$ cat config.mk
export PLATFORM = sky130hd
export DESIGN_NAME = turbine_pulse_counter_array
export DESIGN_NICKNAME = d
export VERILOG_FILES = /design/src/rtl/turbine_pulse_counter_array.sv
export SDC_FILE = /design/constraint.sdc
export NUM_CORES = 1
export LEC_CHECK = 0
export ABC_AREA = 1
export CORE_MARGIN = 2
export CORE_UTILIZATION = 45
export CTS_CLUSTER_DIAMETER = 60
export DETAILED_ROUTE_END_ITERATION = 10
export PLACE_DENSITY = 0.68
export SYNTH_ARGS = -nofsm -noshare
export SYNTH_HDL_FRONTEND = slang
export SYNTH_SLANG_ARGS = --single-unit
$ cat constraint.sdc
create_clock -name sys_clk_i -period 13.7 [get_ports sys_clk_i]
set_clock_uncertainty 0.2 [all_clocks]
set_input_delay 3.425 -clock sys_clk_i [delete_from_list [all_inputs] [get_ports sys_clk_i]]
set_output_delay 3.425 -clock sys_clk_i [all_outputs]
set_load 0.005 [all_outputs]
$ cat src/rtl/turbine_pulse_counter_array.sv
// Multi-channel turbine pulse counter: per-channel sync/filter/edge count, snapshot on start,
// serialised valid/ready readout. Optional glitch filter enabled by TURBINE_GLITCH_FILT_EN.
`timescale 1ns/1ps
module turbine_pulse_counter_array #(
  parameter int TURBINE_NUM = 10,
  parameter int CNT_WIDTH   = 16,
  parameter int FILT_LEN    = 4,
  localparam int CH_W       = (TURBINE_NUM > 1) ? $clog2(TURBINE_NUM) : 1
) (
  input  logic                   sys_clk_i,
  input  logic                   rst_i,
  input  logic                   turbine_acq_start_pluse_i,
  input  logic [TURBINE_NUM-1:0] turbine_pulse_i,
  input  logic                   wr_ready_i,
  output logic                   wr_en_o,
  output logic [CNT_WIDTH-1:0]   wr_din_o,
  output logic [CH_W-1:0]        wr_ch_o,
  output logic                   wr_ovf_o,
  output logic                   busy_o,
  output logic                   acq_miss_o
);

`ifdef TURBINE_GLITCH_FILT_EN
  localparam bit FILT_EN = 1'b1;
`else
  localparam bit FILT_EN = 1'b0;
`endif
  localparam logic [CH_W-1:0] LAST_CH = CH_W'(TURBINE_NUM - 1);

  logic                 snap_take;
  logic [CNT_WIDTH-1:0] cnt0;
  logic                 ovf0;
  logic [CNT_WIDTH-1:0] snap_cnt [TURBINE_NUM];
  logic [TURBINE_NUM-1:0] snap_ovf;

  for (genvar i = 0; i < TURBINE_NUM; i++) begin : g_ch
    logic                 sync1_q, sync2_q, lvl, lvl_d_q, edge_det, ovf_q, snap_ovf_q;
    logic [CNT_WIDTH-1:0] cnt_q, snap_q;

    always_ff @(posedge sys_clk_i or posedge rst_i) begin
      if (rst_i) begin
        sync1_q <= 1'b0;
        sync2_q <= 1'b0;
        lvl_d_q <= 1'b0;
      end else begin
        sync1_q <= turbine_pulse_i[i];
        sync2_q <= sync1_q;
        lvl_d_q <= lvl;
      end
    end

    if (FILT_EN && FILT_LEN > 0) begin : g_filt
      localparam logic [7:0] FILT_TC = 8'(FILT_LEN - 1);
      logic       lvl_q;
      logic [7:0] tmr_q;

      // Down-counter runs only while the synchronised input disagrees with the level.
      always_ff @(posedge sys_clk_i or posedge rst_i) begin
        if (rst_i) begin
          lvl_q <= 1'b0;
          tmr_q <= FILT_TC;
        end else if (sync2_q == lvl_q) begin
          tmr_q <= FILT_TC;
        end else if (tmr_q == 8'd0) begin
          lvl_q <= sync2_q;
          tmr_q <= FILT_TC;
        end else begin
          tmr_q <= tmr_q - 8'd1;
        end
      end
      assign lvl = lvl_q;
    end else begin : g_nofilt
      assign lvl = sync2_q;
    end

    assign edge_det = lvl & ~lvl_d_q;

    // An edge coinciding with the snapshot belongs to the new window.
    always_ff @(posedge sys_clk_i or posedge rst_i) begin
      if (rst_i) begin
        cnt_q <= '0;
        ovf_q <= 1'b0;
      end else if (snap_take) begin
        cnt_q <= CNT_WIDTH'(edge_det);
        ovf_q <= 1'b0;
      end else if (edge_det) begin
        if (&cnt_q) ovf_q <= 1'b1;
        else        cnt_q <= cnt_q + 1'b1;
      end
    end

    always_ff @(posedge sys_clk_i or posedge rst_i) begin
      if (rst_i) begin
        snap_q     <= '0;
        snap_ovf_q <= 1'b0;
      end else if (snap_take) begin
        snap_q     <= cnt_q;
        snap_ovf_q <= ovf_q;
      end
    end

    assign snap_cnt[i] = snap_q;
    assign snap_ovf[i] = snap_ovf_q;

    if (i == 0) begin : g_ch0
      assign cnt0 = cnt_q;
      assign ovf0 = ovf_q;
    end
  end

  // state | meaning
  // IDLE  | counting, waiting for an acquisition start
  // SEND  | streaming snapshot words, wr_ch_o is the channel pointer
  typedef enum logic {IDLE, SEND} state_t;

  state_t               state_q, state_d;
  logic                 en_d, ovf_d, busy_d, miss_d, xfer;
  logic [CNT_WIDTH-1:0] din_d;
  logic [CH_W-1:0]      ch_d, ch_inc;

  assign xfer   = wr_en_o & wr_ready_i;
  assign ch_inc = wr_ch_o + 1'b1;

  always_ff @(posedge sys_clk_i or posedge rst_i) begin
    if (rst_i) begin
      state_q    <= IDLE;
      wr_en_o    <= 1'b0;
      wr_din_o   <= '0;
      wr_ch_o    <= '0;
      wr_ovf_o   <= 1'b0;
      busy_o     <= 1'b0;
      acq_miss_o <= 1'b0;
    end else begin
      state_q    <= state_d;
      wr_en_o    <= en_d;
      wr_din_o   <= din_d;
      wr_ch_o    <= ch_d;
      wr_ovf_o   <= ovf_d;
      busy_o     <= busy_d;
      acq_miss_o <= miss_d;
    end
  end

  always_comb begin
    state_d   = state_q;
    en_d      = wr_en_o;
    din_d     = wr_din_o;
    ch_d      = wr_ch_o;
    ovf_d     = wr_ovf_o;
    miss_d    = 1'b0;
    snap_take = 1'b0;
    case (state_q)
      IDLE: begin
        if (turbine_acq_start_pluse_i) begin
          // Snapshot lands on the same edge, so word 0 comes straight from the live counter.
          state_d   = SEND;
          snap_take = 1'b1;
          en_d      = 1'b1;
          din_d     = cnt0;
          ovf_d     = ovf0;
          ch_d      = '0;
        end
      end
      SEND: begin
        miss_d = turbine_acq_start_pluse_i;
        if (xfer) begin
          if (wr_ch_o == LAST_CH) begin
            state_d = IDLE;
            en_d    = 1'b0;
            din_d   = '0;
            ch_d    = '0;
            ovf_d   = 1'b0;
          end else begin
            ch_d  = ch_inc;
            din_d = snap_cnt[ch_inc];
            ovf_d = snap_ovf[ch_inc];
          end
        end
      end
      default: state_d = IDLE;
    endcase
    busy_d = (state_d == SEND);
  end

endmodule

## Yosys cells after proc, flatten, opt, wreduce, memory -nomap -nowiden

Index checks and enable logic that the tools add are counted.

- Bits in writable memories: 0
- Register bits: 394
- Memories kept: 0
- Latch bits: 0
- Input port bits: 14
- ROM bits: 0
- Output and inout bits: 24

- Bitwise logic cells: 23
- Multipliers: 0
- Shift-type cells: 0
- $lt $le $gt $ge: 2
- Eq/ne operators: 14
- Div/mod/pow operators: 0
- Reduce and logical (&&, ||, !) cells: 52
- Add/subtract/negate cells: 11
- Muxes and demuxes: 87

Operators by type and width:

| kind | count |
|---|---|
| 16-bit 2-to-1 mux | 35 |
| 16-bit by 1-bit adder with 16-bit output, second input constant | 10 |
| 16-bit AND reduction | 10 |
| 16-bit binary-select mux with 4-bit select | 1 |
| 1-bit 2-to-1 mux | 42 |
| 2-bit AND reduction | 21 |
| 2-bit nonzero test | 20 |
| 16-bit one-hot mux with 2 select lines | 1 |
| 2-bit inequality test, second input constant | 11 |
| 4-bit 2-to-1 mux | 3 |
| 1-bit AND | 11 |
| 1-bit NOT | 11 |
| 4-bit one-hot mux with 2 select lines | 1 |
| 1-bit one-hot mux with 2 select lines | 3 |
| 5-bit >= comparator, second input constant | 1 |
| 4-bit by 5-bit less-than comparator with 1-bit output, second input constant | 1 |
| 4-bit NOT with 5-bit output | 1 |
| 4-bit by 1-bit adder with 4-bit output, second input constant | 1 |
| 1-bit binary-select mux with 4-bit select | 1 |
| 4-bit == test, second input constant | 1 |
| 2-bit by 1-bit inequality test with 1-bit output, second input constant | 2 |
| 3-bit AND reduction | 1 |

## Depth between registers and ports, before layout

- Depth after elaboration: 8
- Gate-level depth with buffers: 11
- Mapped depth without buffers: 11

## Least setup slack after synthesis

No wires, ideal clock.

- Path kind: input -> register
- Start point: in wr_ready_i
- End point: reg wr_din_o[12]
- Arrival: 4.336 ns
- Cell stages on the path: 10
- Setup time: 0.131 ns
- Buffers on the path: 1
- Data required time: 13.369 ns
- Setup slack: 9.033 ns
- Cell sequence: nand2_1 -> inv_1 -> nand2_1 -> nand2_1 -> inv_1 -> buf_2 -> nand2_1 -> nand2_1 -> inv_1 -> o211ai_1

- Word-level cells in the longest chain between the ends: 3

Ends and longest elaborated chain:

| element | RTL line | text |
|---|---|---|
| start, declared | 14 | `input logic wr_ready_i,` |
| 1-bit AND | 121 | `assign xfer = wr_en_o & wr_ready_i;` |
| 2-bit by 1-bit inequality test with 1-bit output (no source line) | -- |  |
| 2-bit AND reduction (no source line) | -- |  |
| end signal, assigned | 136 | `wr_din_o <= din_d;` |
| end, declared | 16 | `output logic [CNT_WIDTH-1:0] wr_din_o,` |

Every way passes these cells.
A chain may end at the register's enable or synchronous reset.

## Worst setup path in the final report

- Start point: in turbine_acq_start_pluse_i
- End point: reg g_ch[1].cnt_q[4]

- Word-level cells in the longest chain between the ends: 4
- Elaborated cells on any way between the ends: 6

Ends and longest elaborated chain:

| element | RTL line | text |
|---|---|---|
| start, declared | 12 | `input logic turbine_acq_start_pluse_i,` |
| 1-bit 2-to-1 mux (*) | 154 | `if (turbine_acq_start_pluse_i) begin` |
| 1-bit 2-to-1 mux (*) | 152 | `case (state_q)` |
| 2-bit inequality test (no source line) / 2-bit nonzero test (equally long branches) | -- |  |
| 2-bit AND reduction (no source line) | -- |  |
| end signal, assigned | 84 | `cnt_q <= CNT_WIDTH'(edge_det);` |
| end signal, assigned | 88 | `else cnt_q <= cnt_q + 1'b1;` |
| end, declared | 38 | `logic [CNT_WIDTH-1:0] cnt_q, snap_q;` |

Every way passes the cells marked *; elsewhere a longest branch is shown, timed or not.

==> results.yml <==
cells_and_area:
  diodes: 0
  final_common_cell: "nand2_1"
  drive_gt1_frac: 0.05660
  nNetsFinal: 2606
  area_growth_syn_to_layout_pct: 11.32
  layout_common_cells: "nand2_1, dfrtp_1, o21ai_0, inv_1, nor2_1"
synth:
  synth_nets: 2614
  synth-seq-cells: 394
  syn_avg_cell_area_um2: 7.725
  ys_seq_area_frac: 0.4932
  yosys_warnings: 0
  syn_inst: 2588
  ys_types: 38
  mappedNetlistArea_um2: 19990
clocking:
  cts.sinks: 394
  clk_latency_ns: 0.57
  cts_resized: 0
  clockRootBuffer: "clkbuf_16"
  cts_hold_buf: 0
  cts_setup_buffers: 0
  cts_htree_levels: 2
  cts-buffers-inserted: 45
  clk_pin_slew_ns: 0.06
  cts_tree: "built"
  clk_path_buf_depth: 3
setup_path:
  timing_worst_setup_path_type: "input port to flip-flop"
  rrSetupSlack_ns: 9.82
  startpoint: "turbine_acq_start_pluse_i"
  worstPathRequired_ns: 13.95
  path_max_fanout: 161
  cp-end-kind: "flip-flop"
  start_kind: "input port"
  rr_startpoint: "wr_ch_o[0]$_DFFE_PP0P_"
  r2r_cells: 10
  cp.arrival_ns: 6.70
  critical-path-slowest-cell: "buf_4"
  slowest_delay_ns: 0.74
  rr_endpoint: "wr_din_o[15]$_DFFE_PP0P_"
  crit_family: "buffers and inverters"
  path_cells: "clkdlybuf4s50_1 -> nand2_8 -> buf_12 -> buf_4 -> nand4_1 -> nand2_2 -> inv_1 -> nand2_1 -> o21ai_0"
  crit_buf_inv: 4
flow_run:
  maxCapViolations: 0
floorplanning:
  coreArea_um2: 44030
  start_util: 0.4541
  die_x_um: 214.8
  io-pin-count: 38
  die-area_um2: 46130
  die_h_um: 214.8
  rows: 77
power:
  power_frac_seq: 0.472
  ir_drop_mv: 0.1185
  total_leakage_power_nw: 9.978
  power.density_nw_per_um2: 126.1
  clkPwrFrac: 0.434
  power_frac_comb: 0.093
  p_sw_mw: 0.7587
  swShare: 0.2704
  power.internal_mw: 2.048
sta:
  period_minus_slack_ns: 6.447
  hold_viol: 0
  slew_violations: 0
  finalWorstSetupSlack_ns: 7.253
  setup-violations-final: 0
  fmax_mhz: 155.1
  slew_headroom: 0.2933
  period_share: 0.4706
  rsz0062_at_grt: "false"
  final.setup.tns_ns: 0
  worst_pin_slew_ns: 1.055
routing:
  ant_nets: 0
  vias: 17400
  first_pass_iters: 6
  viasPerCell: 5.426
  wire_per_inst_um: 16.44
  drt_iter0_drc: 1823
  drc: 0
  drt_wl_total_mm: 52.72
global_routing:
  overflow: 0
  grt_usage: 0.2337
  antenna_found_initial: 0
  grt_pass1_wl_mm: 88.00
  grt_pass1_vias: 16810
  grt_max_degree: 169
placed_design:
  dp_hpwl_mm: 36.27
  pre_cts_ws_ns: 6.665
  io_buffers: 37
  routabilityCongestion: 0.9127
hold_path:
  hold_depth: 0
  holdCritStartpoint: "g_ch[3].sync1_q$_DFF_PP0_"
  min_to: "g_ch[3].lvl$_DFF_PP0_"
  hp-class: "flip-flop to flip-flop"
status:
  status: "finished, final reports clean"
==> state kept, by name, summed over array words and instances (netlist names), 4 cells and up <==
signal and count:
g_ch.snap_q 160, g_ch.lvl 10, g_ch.cnt_q 144, cnt0 16, wr_din_o 16, g_ch.snap_ovf_q 10, g_ch.sync1_q 10, wr_ch_o 4
g_ch.ovf_q 10, g_ch.lvl_d_q 10
==> layer usage <==
metal / GRT usage / vias up / routed length (um)
met1: 0.3196 / 8397 / 23550
met5: 0 / - / 0
li1: - / 8486 / -
met2: 0.3812 / 438 / 24840
met4: 0.06852 / 0 / 1397
met3: 0.04176 / 79 / 2922
==> stage by stage <==
stage | hold WS (ns) | area, um2 | std cells | power, mW | util
global route | 0.1508 | 22250 | 3207 | 2.937 | 0.5054
detailed placement | 0.1355 | 20740 | 3125 | 1.606 | 0.4712
CTS | 0.1495 | 22250 | 3207 | 2.827 | 0.5054
global placement | 0.1320 | 20740 | 3125 | 1.597 | 0.4712
finish | 0.1463 | 22250 | 3207 | 2.806 | 0.5054
floorplan | 0.1312 | 20000 | 2588 | 1.517 | -
==> worst reg2reg max path: cells and delay by family, from the launching register on <==
kind | cells | cell delay [ns]
buffers and inverters | 3 | 1.73
and+or+nand+nor | 5 | 0.76
DFF | 1 | 0.70
adders and majority gates | 1 | 0.31
AOI/OAI and AO/OA | 1 | 0.06
==> worst max-delay path by stage <==
stage | endpoint | slack, ns | cells past startpoint
6_report | g_ch[1].cnt_q[4]$_DFFE_PP0P_ | 7.25 | 9
5_1_grt | g_ch[1].cnt_q[0]$_DFFE_PP0P_ | 6.95 | 8
4_1_cts | g_ch[1].cnt_q[4]$_DFFE_PP0P_ | 7.27 | 9
3_5_place_dp | g_ch[1].cnt_q[4]$_DFFE_PP0P_ | 6.66 | 9
3_3_place_gp | g_ch[1].cnt_q[4]$_DFFE_PP0P_ | 6.65 | 9
2_1_floorplan | acq_miss_o$_DFF_PP0_ | 4.77 | 1
==> area by class of cell <==
type	count	area [um2]
fill	4215	21770
sequential	394	9863
inverter	295	1111
timing repair buffer	49	485.5
multi-input combinational	1795	8544
clock buffer	66	1365
clock inverter	16	143.9
tap	592	740.7
==> power by group through the flow <==
stage               clock, mW  combinational, mW  sequential, mW
global route             1.29              0.307            1.34
detailed placement          0              0.263            1.34
CTS                      1.24              0.264            1.32
global placement            0              0.256            1.34
finish                   1.22              0.262            1.32
floorplan                   0              0.199            1.32
==> synth_stat cells <==
| cell type | instances | area (um2) |
|---|---|---|
| inv_2 | 8 | 30.03 |
| xor2_2 | 2 | 32.53 |
| dfrtp_1 | 394 | 9859 |
| o21ai_1 | 33 | 165.2 |
| nand2_2 | 12 | 75.07 |
| clkbuf_2 | 2 | 10.01 |
| xnor2_1 | 2 | 17.52 |
| o21ai_0 | 342 | 1712 |
| nand3_2 | 4 | 40.04 |
| nand3_1 | 182 | 910.9 |
| xnor2_2 | 1 | 16.27 |
| nor2_2 | 1 | 6.260 |
| o22ai_1 | 5 | 31.28 |
| buf_2 | 33 | 165.2 |
| o211ai_1 | 36 | 270.3 |
| clkbuf_1 | 52 | 195.2 |
| nand4_1 | 120 | 750.7 |
| a31oi_1 | 3 | 18.77 |
| ha_1 | 12 | 150.1 |
| nor2_1 | 200 | 750.7 |
| or2_2 | 11 | 68.82 |
| buf_4 | 14 | 105.1 |
| o31ai_1 | 3 | 22.52 |
| buf_6 | 1 | 11.26 |
| a21oi_1 | 25 | 125.1 |
| nor3_2 | 1 | 10.01 |
| nor3_1 | 48 | 240.2 |
| o21ai_2 | 10 | 87.58 |
| xor2_1 | 19 | 166.4 |
| mux2i_1 | 8 | 80.08 |
| nor3_4 | 4 | 65.06 |
| nor2_4 | 2 | 22.52 |
| o21a_1 | 1 | 7.510 |
| buf_1 | 2 | 7.510 |
| inv_1 | 287 | 1077 |
| nand2_4 | 1 | 11.26 |
| nand2_1 | 701 | 2631 |
| nand3b_1 | 6 | 45.04 |
==> logic make-up (layout without fill, tap and decap cells) <==
kind of cell             Yosys count  in the layout  synth area share
multiplexers                       8              8          0.004006
XOR/XNOR                          24             24           0.01164
flip-flops                       394            394            0.4932
AND/OR/NAND/NOR                 1293           1293            0.2815
AO/OA/AOI/OAI                    458            458            0.1220
buffers and inverters            399            426           0.08011
adder cells (fa/ha/maj)           12             12          0.007510
No activity file was read; power rests on OpenSTA's default activity.
